--- config.mk ---
export PLATFORM = sky130hd
export DESIGN_NAME = sync_filt_flat
export DESIGN_NICKNAME = d
export VERILOG_FILES = /design/src/rtl/sync_filt_pkg.sv /design/src/rtl/sync_filt_if.sv /design/src/rtl/sync_filt_ch.sv /design/src/rtl/sync_filt.sv /design/src/flat_wrapper.sv
export SDC_FILE = /design/constraint.sdc
export NUM_CORES = 1
export LEC_CHECK = 0
export CAP_MARGIN = 20
export CORE_AREA = 2 2 87 89
export DETAILED_ROUTE_END_ITERATION = 10
export DIE_AREA = 0 0 89 91
export PLACE_DENSITY = 0.78
export SLEW_MARGIN = 20
export SYNTH_ARGS = -nofsm -noshare
export SYNTH_HDL_FRONTEND = slang
export SYNTH_SLANG_ARGS = --single-unit
--- constraint.sdc ---
create_clock -name clk -period 2.05 [get_ports clk]
set_input_delay 0.5125 -clock clk [delete_from_list [all_inputs] [get_ports clk]]
set_output_delay 0.5125 -clock clk [all_outputs]
set_load 0.01 [all_outputs]
--- src/rtl/sync_filt_pkg.sv ---
// rtl/sync_filt_pkg.sv - shared defaults and edge pulse struct for sync_filt
package sync_filt_pkg;
    localparam int SYNC_W_DEF = 2;
    localparam int FILT_W_DEF = 4;
    localparam int DW_DEF     = 8;

    typedef struct packed {
        logic pos;
        logic neg;
    } edge_t;
endpackage

--- src/rtl/sync_filt_if.sv ---
// rtl/sync_filt_if.sv - parallel input / filtered output bundle for sync_filt
interface sync_filt_if #(
    parameter int DW     = 8,
    parameter int FILT_W = 4
);
    logic [DW-1:0]     pdi;
    logic              filt_en;
    logic [FILT_W-1:0] filt_lim;
    logic [DW-1:0]     pdo;
    logic [DW-1:0]     pos;
    logic [DW-1:0]     neg;
    logic              any_chg;

    modport master (output pdi, filt_en, filt_lim, input pdo, pos, neg, any_chg);
    modport slave  (input pdi, filt_en, filt_lim, output pdo, pos, neg, any_chg);
endinterface

--- src/rtl/sync_filt_ch.sv ---
// rtl/sync_filt_ch.sv - one channel: flop synchroniser, glitch filter, edge pulses
module sync_filt_ch
    import sync_filt_pkg::*;
#(
    parameter int   SYNC_W  = SYNC_W_DEF,
    parameter int   FILT_W  = FILT_W_DEF,
    parameter logic RST_BIT = 1'b0
) (
    input  logic              clk,
    input  logic              rst,
    input  logic              i_d,
    input  logic              i_filt_en,
    input  logic [FILT_W-1:0] i_filt_lim,
    output logic              o_pdo,
    output edge_t             o_edge,
    output logic              o_chg
);
    logic [SYNC_W-1:0] r_sync;
    logic              r_pdo;
    logic [FILT_W-1:0] r_cnt;
    edge_t             r_edge;
    logic              w_s;
    logic              w_mismatch;

    assign w_s        = r_sync[SYNC_W-1];
    assign w_mismatch = (w_s != r_pdo);
    // Accept when bypassed or the mismatch has persisted past the limit; >= tolerates a lowered limit.
    assign o_chg      = w_mismatch && (!i_filt_en || (r_cnt >= i_filt_lim));

    always_ff @(posedge clk) begin
        if (rst) begin
            r_sync <= {SYNC_W{RST_BIT}};
            r_pdo  <= RST_BIT;
            r_cnt  <= '0;
            r_edge <= '0;
        end else begin
            r_sync <= {r_sync[SYNC_W-2:0], i_d};
            r_edge <= '0;
            if (o_chg) begin
                r_pdo      <= w_s;
                r_cnt      <= '0;
                r_edge.pos <= w_s;
                r_edge.neg <= ~w_s;
            end else if (w_mismatch && i_filt_en) begin
                r_cnt <= r_cnt + 1'b1;
            end else begin
                r_cnt <= '0;
            end
        end
    end

    assign o_pdo  = r_pdo;
    assign o_edge = r_edge;
endmodule

--- src/rtl/sync_filt.sv ---
// rtl/sync_filt.sv - DW-channel synchroniser with per-channel glitch filter and edge detect
module sync_filt
    import sync_filt_pkg::*;
#(
    parameter int          SYNC_W  = SYNC_W_DEF,
    parameter int          DW      = DW_DEF,
    parameter int          FILT_W  = FILT_W_DEF,
    parameter logic [DW-1:0] RST_VAL = '0
) (
    input  logic       clk,
    input  logic       rst,
    sync_filt_if.slave bus
);
    logic [DW-1:0] w_pdo;
    logic [DW-1:0] w_pos;
    logic [DW-1:0] w_neg;
    logic [DW-1:0] w_chg;
    logic          r_any_chg;

    for (genvar g = 0; g < DW; g++) begin : g_ch
        edge_t w_edge;

        sync_filt_ch #(
            .SYNC_W  (SYNC_W),
            .FILT_W  (FILT_W),
            .RST_BIT (RST_VAL[g])
        ) u_ch (
            .clk        (clk),
            .rst        (rst),
            .i_d        (bus.pdi[g]),
            .i_filt_en  (bus.filt_en),
            .i_filt_lim (bus.filt_lim),
            .o_pdo      (w_pdo[g]),
            .o_edge     (w_edge),
            .o_chg      (w_chg[g])
        );

        assign w_pos[g] = w_edge.pos;
        assign w_neg[g] = w_edge.neg;
    end

    // Registered from the same accept terms as the channel pulses so it lines up with them.
    always_ff @(posedge clk) begin
        if (rst) begin
            r_any_chg <= 1'b0;
        end else begin
            r_any_chg <= |w_chg;
        end
    end

    assign bus.pdo     = w_pdo;
    assign bus.pos     = w_pos;
    assign bus.neg     = w_neg;
    assign bus.any_chg = r_any_chg;
endmodule

--- src/flat_wrapper.sv ---
// flat-port wrapper written by rule: the top's interface ports become plain ports
module sync_filt_flat import sync_filt_pkg::*;
#(
    parameter int          SYNC_W  = SYNC_W_DEF,
    parameter int          DW      = DW_DEF,
    parameter int          FILT_W  = FILT_W_DEF,
    parameter logic [DW-1:0] RST_VAL = '0
)
  (clk, rst, bus_pdi, bus_filt_en, bus_filt_lim, bus_pdo, bus_pos, bus_neg, bus_any_chg);
  sync_filt_if #(.DW(DW), .FILT_W(FILT_W)) bus_i ();
  input  logic clk;
  input  logic rst;
  input wire logic [$bits(bus_i.pdi)-1:0] bus_pdi;
  input wire logic [$bits(bus_i.filt_en)-1:0] bus_filt_en;
  input wire logic [$bits(bus_i.filt_lim)-1:0] bus_filt_lim;
  output wire logic [$bits(bus_i.pdo)-1:0] bus_pdo;
  output wire logic [$bits(bus_i.pos)-1:0] bus_pos;
  output wire logic [$bits(bus_i.neg)-1:0] bus_neg;
  output wire logic [$bits(bus_i.any_chg)-1:0] bus_any_chg;
  assign bus_i.pdi = bus_pdi;
  assign bus_i.filt_en = bus_filt_en;
  assign bus_i.filt_lim = bus_filt_lim;
  assign bus_pdo = bus_i.pdo;
  assign bus_pos = bus_i.pos;
  assign bus_neg = bus_i.neg;
  assign bus_any_chg = bus_i.any_chg;
  sync_filt #(.SYNC_W(SYNC_W), .DW(DW), .FILT_W(FILT_W), .RST_VAL(RST_VAL)) u_core (.clk(clk), .rst(rst), .bus(bus_i));
endmodule
# Word level (Yosys, flattened, before mapping)
# Cells that the tools add are included.
[totals] word_cells=131 regBits=73
[classes] eq_ne=8 add_sub_neg=8 bitwise_logic=24 n_reduce_logical=42 magnitude_cmp=8
[ops] cell="$add A4 B1 Y4 const B" count=8
[ops] cell="$ge A4 B4 Y1" count=8
[ops] cell="$not A1 Y1" count=24
[ops] cell="$reduce_or A3 Y1" count=8
[ops] cell="$logic_and A1 B1 Y1" count=16
[ops] cell="$reduce_or A2 Y1" count=8
[ops] cell="$logic_or A1 B1 Y1" count=8
[ops] cell="$ne A1 B1 Y1" count=8
[ops] cell="$reduce_or A8 Y1" count=1
[ops] cell="$logic_not A1 Y1" count=1

# Logic depth before layout (Yosys ltp)
[depth] ltp_word=5 ltp_mapped=6 ltp_nobuf=6

# Cells and area by module
# Synthesis repeated with hierarchy kept, for this count alone.
[hier_totals] hier_cells=348 area_unflattened_um2=3731.1
[modules_own_cells] module="sync_filt_ch" area_per_inst_um2=461.7 cells_each=43 n_inst=8
[modules_own_cells] module="sync_filt" area_per_inst_um2=37.5 cells_each=4 n_inst=1

# Worst setup path after synthesis
# Ideal clock, no wire load.
[synth_path] path_type="input-to-reg" start="in bus_filt_lim[1]" end="reg u_core.g_ch[1].u_ch.r_cnt[2]" path_stages=6 t_arrival_ps=1759 t_required_ps=1986 setup_time_ps=64 setup_slack_ps=227 cell_sequence="inv_1 ha_1 o211ai_1 o2111ai_2 or3_4 nor2_1"
[synth_between] elab_chain_cells=4
[synth_lines] element="from (decl)" line="flat_wrapper.sv:15" source="input wire logic [$bits(bus_i.filt_lim)-1:0] bus_filt_lim;"
[synth_lines] element="$ge A4 B4 Y1" line="sync_filt_ch.sv:28" source="assign o_chg = w_mismatch && (!i_filt_en || (r_cnt >= i_filt_lim));"
[synth_lines] element="$logic_or A1 B1 Y1" line="sync_filt_ch.sv:28"
[synth_lines] element="$logic_and A1 B1 Y1" line="sync_filt_ch.sv:28"
[synth_lines] element="$reduce_or A3 Y1 (no source line)"
[synth_lines] element="to (signal assigned)" line="sync_filt_ch.sv:45" source="r_cnt <= r_cnt + 1'b1;"
[synth_lines] element="to (decl)" line="sync_filt_ch.sv:20" source="logic [FILT_W-1:0] r_cnt;"
# Every way passes these cells.
# A chain may end at the register's enable or synchronous reset.

# Final worst setup path
[layout_path] start="in bus_filt_lim[0]" end="reg u_core.g_ch[4].u_ch.r_cnt[3]"
[layout_between] elab_chain_cells=4
[layout_lines] element="$ge A4 B4 Y1" line="sync_filt_ch.sv:28"
[layout_lines] element="$logic_or A1 B1 Y1" line="sync_filt_ch.sv:28"
[layout_lines] element="$logic_and A1 B1 Y1" line="sync_filt_ch.sv:28"
[layout_lines] element="$reduce_or A3 Y1 (no source line)"
[layout_lines] element="to (signal assigned)" line="sync_filt_ch.sv:45"
[layout_lines] element="to (decl)" line="sync_filt_ch.sv:20"
# Every way passes these cells.

==> results.toml <==
[timing]
setup_viol = 0
fmax_mhz = 491
fin_crit_ns = 2.04
tightest_slew_ns = 0.396
hold_viol = 0
rsz0062_at_grt = "true"
relSlewSlack = 0.734
fin_crit_sh = 0.994
maxSlewViolCount = 0
skew_ns = 0.00779

[floorplanning]
ios = 40
die-width_um = 89
fp.coreArea_um2 = 7140
row_count = 31
fp.dieH_um = 91
die-area_um2 = 8100
start_util = 0.468

[route]
via_count = 2359
drcViolationCount = 0
avgViaCountPerCell = 4.81
drt_iter0_markers = 36
wl_per_cell_um = 12.8
first_pass_iters = 4
ant_nets = 0
wirelength_um = 6280

[cts]
cts_max_level = 3
clk_root_buffer_cell = "clkbuf_8"
clk_pin_slew_ns = 0.08
clock_path_buffers = 2
postCtsHoldBufs = 0
cts_buffers = 9
cts_tree = "yes"
clock_latency_ns = 0.35
clkSinkCount = 73

[logic_synthesis]
synth.area.top_cells = "dfxtp_1 44%, ha_1 15%, nor2_1 6.3%"
yosys.area.top_type_share = 0.438
synth_area_um2 = 3340
ys_ff_latch = 73
yosys_warnings = 0
yosysTopAreaCell = "dfxtp_1"
yosysSeqAreaShare = 0.438
ys_types = 21
syn_area_per_cell_um2 = 9.99
synth_nets = 389
netlist_instances = 334

[layout]
fin_util = 0.592
antenna_cells = 0
drive_gt1_frac = 0.182
design_area_um2 = 4230
fillers = 596
nets = 442
fin_cells = 490
syn2layout_area_growth_pct = 26.7

[setup_path]
r2r_start = "u_core.g_ch[4].u_ch.r_cnt[0]"
required_ns = 2.34
r2r_end = "u_core.g_ch[4].u_ch.r_cnt[3]"
critPathKind = "input port to flip-flop"
cp_max_fo = 8
reg2reg_slack_ns = 0.32
worst_setup_path_start_kind = "input port"
ff2ff_path_depth = 6
arrival_ns = 2.33
crit_path_end_kind = "flip-flop"

[placement]
dp_cells = 472
port-buffer-count = 39
dpl_cell_area_um2 = 3890
routabilityCongestion = 0.747
dp_hpwl_um = 4410

[hold_path]
hold_start = "u_core.g_ch[3].u_ch.r_sync[0]"
hold_class = "flip-flop to flip-flop"
hold_depth = 1
holdPathEnd = "u_core.g_ch[3].u_ch.r_sync[1]"

[status]
status = "finished, final reports clean"

[pwr]
ir_drop_v = 0.000457
power_mw = 2.97
p_leak_nw = 1.78
power.density_nw_per_um2 = 703

[grt]
grt_max_degree = 42
globalRouteOverflowTotal = 0
grt_pass1_wl_um = 10400
grt_pass1_vias = 2323
antenna_found_initial = 0
grt.total_usage = 0.166

[job]
drv_cap = 0
## cell usage after synthesis (all sizes together)
cell type and count:
dfxtp 73, nand3 8, o2111ai 8, or3 8, xor2 8, o211ai 8
nor2 56, mux2i 8, a41oi 1, nor2b 16, ha 40, nand2 16
nor3b 8, a22oi 4, clkbuf 3, and3 8, xnor2 16, inv 35
buf 10
## state kept, by name, indices dropped and copies added, names as in the netlist
register / cells
u_core.g_ch.u_ch.r_cnt: 32
u_core.g_ch.u_ch.o_edge: 16
u_core.g_ch.u_ch.r_sync: 16
u_core.g_ch.u_ch.o_pdo: 8
u_core.bus.any_chg: 1
## how the worst max path moves through the flow
stage / from / end / slack [ns] / depth (start not counted)
finish: bus_filt_lim[0] / u_core.g_ch[4].u_ch.r_cnt[3] / 0.01 / 7
global route: bus_filt_lim[0] / u_core.g_ch[4].u_ch.r_cnt[2] / -0.08 / 7
CTS: bus_filt_lim[2] / u_core.g_ch[1].u_ch.o_pdo / 0.02 / 8
detailed placement: bus_filt_lim[1] / u_core.g_ch[0].u_ch.r_cnt[2] / -0.35 / 8
global placement: bus_filt_lim[1] / u_core.g_ch[2].u_ch.r_cnt[3] / -0.33 / 8
floorplan: bus_filt_lim[1] / u_core.g_ch[1].u_ch.r_cnt[2] / 0.23 / 6
## stage by stage
step,TNS [ns],worst slack (ns),hold slack [ns]
global route,-0.531,-0.0755,0.454
finish,0,0.0126,0.440
CTS,0,0.0208,0.443
global placement,-15.09,-0.328,0.418
floorplan,0,0.227,0.414
detailed placement,-15.96,-0.346,0.424
## metal layers
layer,share of wire,vias to the layer above,track usage
li1,-,1207,-
met1,0.47,1100,0.214
met2,0.48,41,0.256
met3,0.034,11,0.0327
met4,0.014,0,0.0920
met5,0,-,0
## cells by family (layout without fill, tap and decap cells)
family,after synthesis,count (layout),share of synthesized area
simple gates,120,120,0.195
flops,73,73,0.438
buf+inv,48,105,0.0641
fa+ha+maj,40,40,0.150
xor+xnor,24,24,0.0630
compound gates,21,21,0.0656
mux,8,8,0.0240
## cell usage in the layout (no fill, tap or decap), types with 2 or more instances in the layout
| cell | netlist | layout |
|---|---|---|
| buf_12 | 0 | 2 |
| nor2_1 | 56 | 48 |
| o2111ai_2 | 8 | 8 |
| nand2_1 | 16 | 16 |
| nor3b_2 | 8 | 8 |
| nor2b_1 | 16 | 16 |
| inv_4 | 0 | 2 |
| or3_4 | 8 | 8 |
| and3_1 | 7 | 7 |
| clkdlybuf4s50_1 | 0 | 36 |
| ha_1 | 40 | 37 |
| nand3_1 | 8 | 8 |
| o211ai_1 | 8 | 8 |
| buf_4 | 9 | 11 |
| nor2_4 | 0 | 2 |
| clkbuf_8 | 0 | 9 |
| ha_4 | 0 | 3 |
| inv_1 | 35 | 32 |
| nor2_2 | 0 | 6 |
| xor2_1 | 8 | 8 |
| mux2i_1 | 8 | 8 |
| clkinvlp_4 | 0 | 2 |
| bufinv_16 | 0 | 2 |
| dlymetal6s2s_1 | 0 | 3 |
| a22oi_1 | 4 | 3 |
| buf_6 | 0 | 3 |
| dfxtp_1 | 73 | 73 |
| xnor2_1 | 16 | 16 |
## layout make-up
class | count | area, µm² | area share
Multi-Input combinational cell | 213 | 1730 | 0.410
Sequential cell | 73 | 1460 | 0.346
Timing Repair Buffer | 55 | 554 | 0.131
Inverter | 35 | 136 | 0.0323
Clock buffer | 9 | 124 | 0.0293
Tap cell | 99 | 124 | 0.0293
Clock inverter | 6 | 92.6 | 0.0219
## repair_timing
item	in CTS	in global routing
endpoints found under the setup margin	0	41
buffers inserted	0	3
gates resized for setup	0	25
## report_power, final
part | internal [mW] | switching, mW | total (mW)
registers | 1.45 | 0.0201 | 1.47
logic | 0.145 | 0.129 | 0.274
clock network | 0.684 | 0.545 | 1.23
total | 2.28 | 0.694 | 2.97
## worst max-delay path, stage by stage
cell	delay [ns]
clkdlybuf4s50_1	0.48
buf_6	0.15
ha_1	0.25
nor3b_2	0.18
o2111ai_2	0.18
or3_4	0.47
nor2_2	0.11
(Power assumes the default switching activity.)
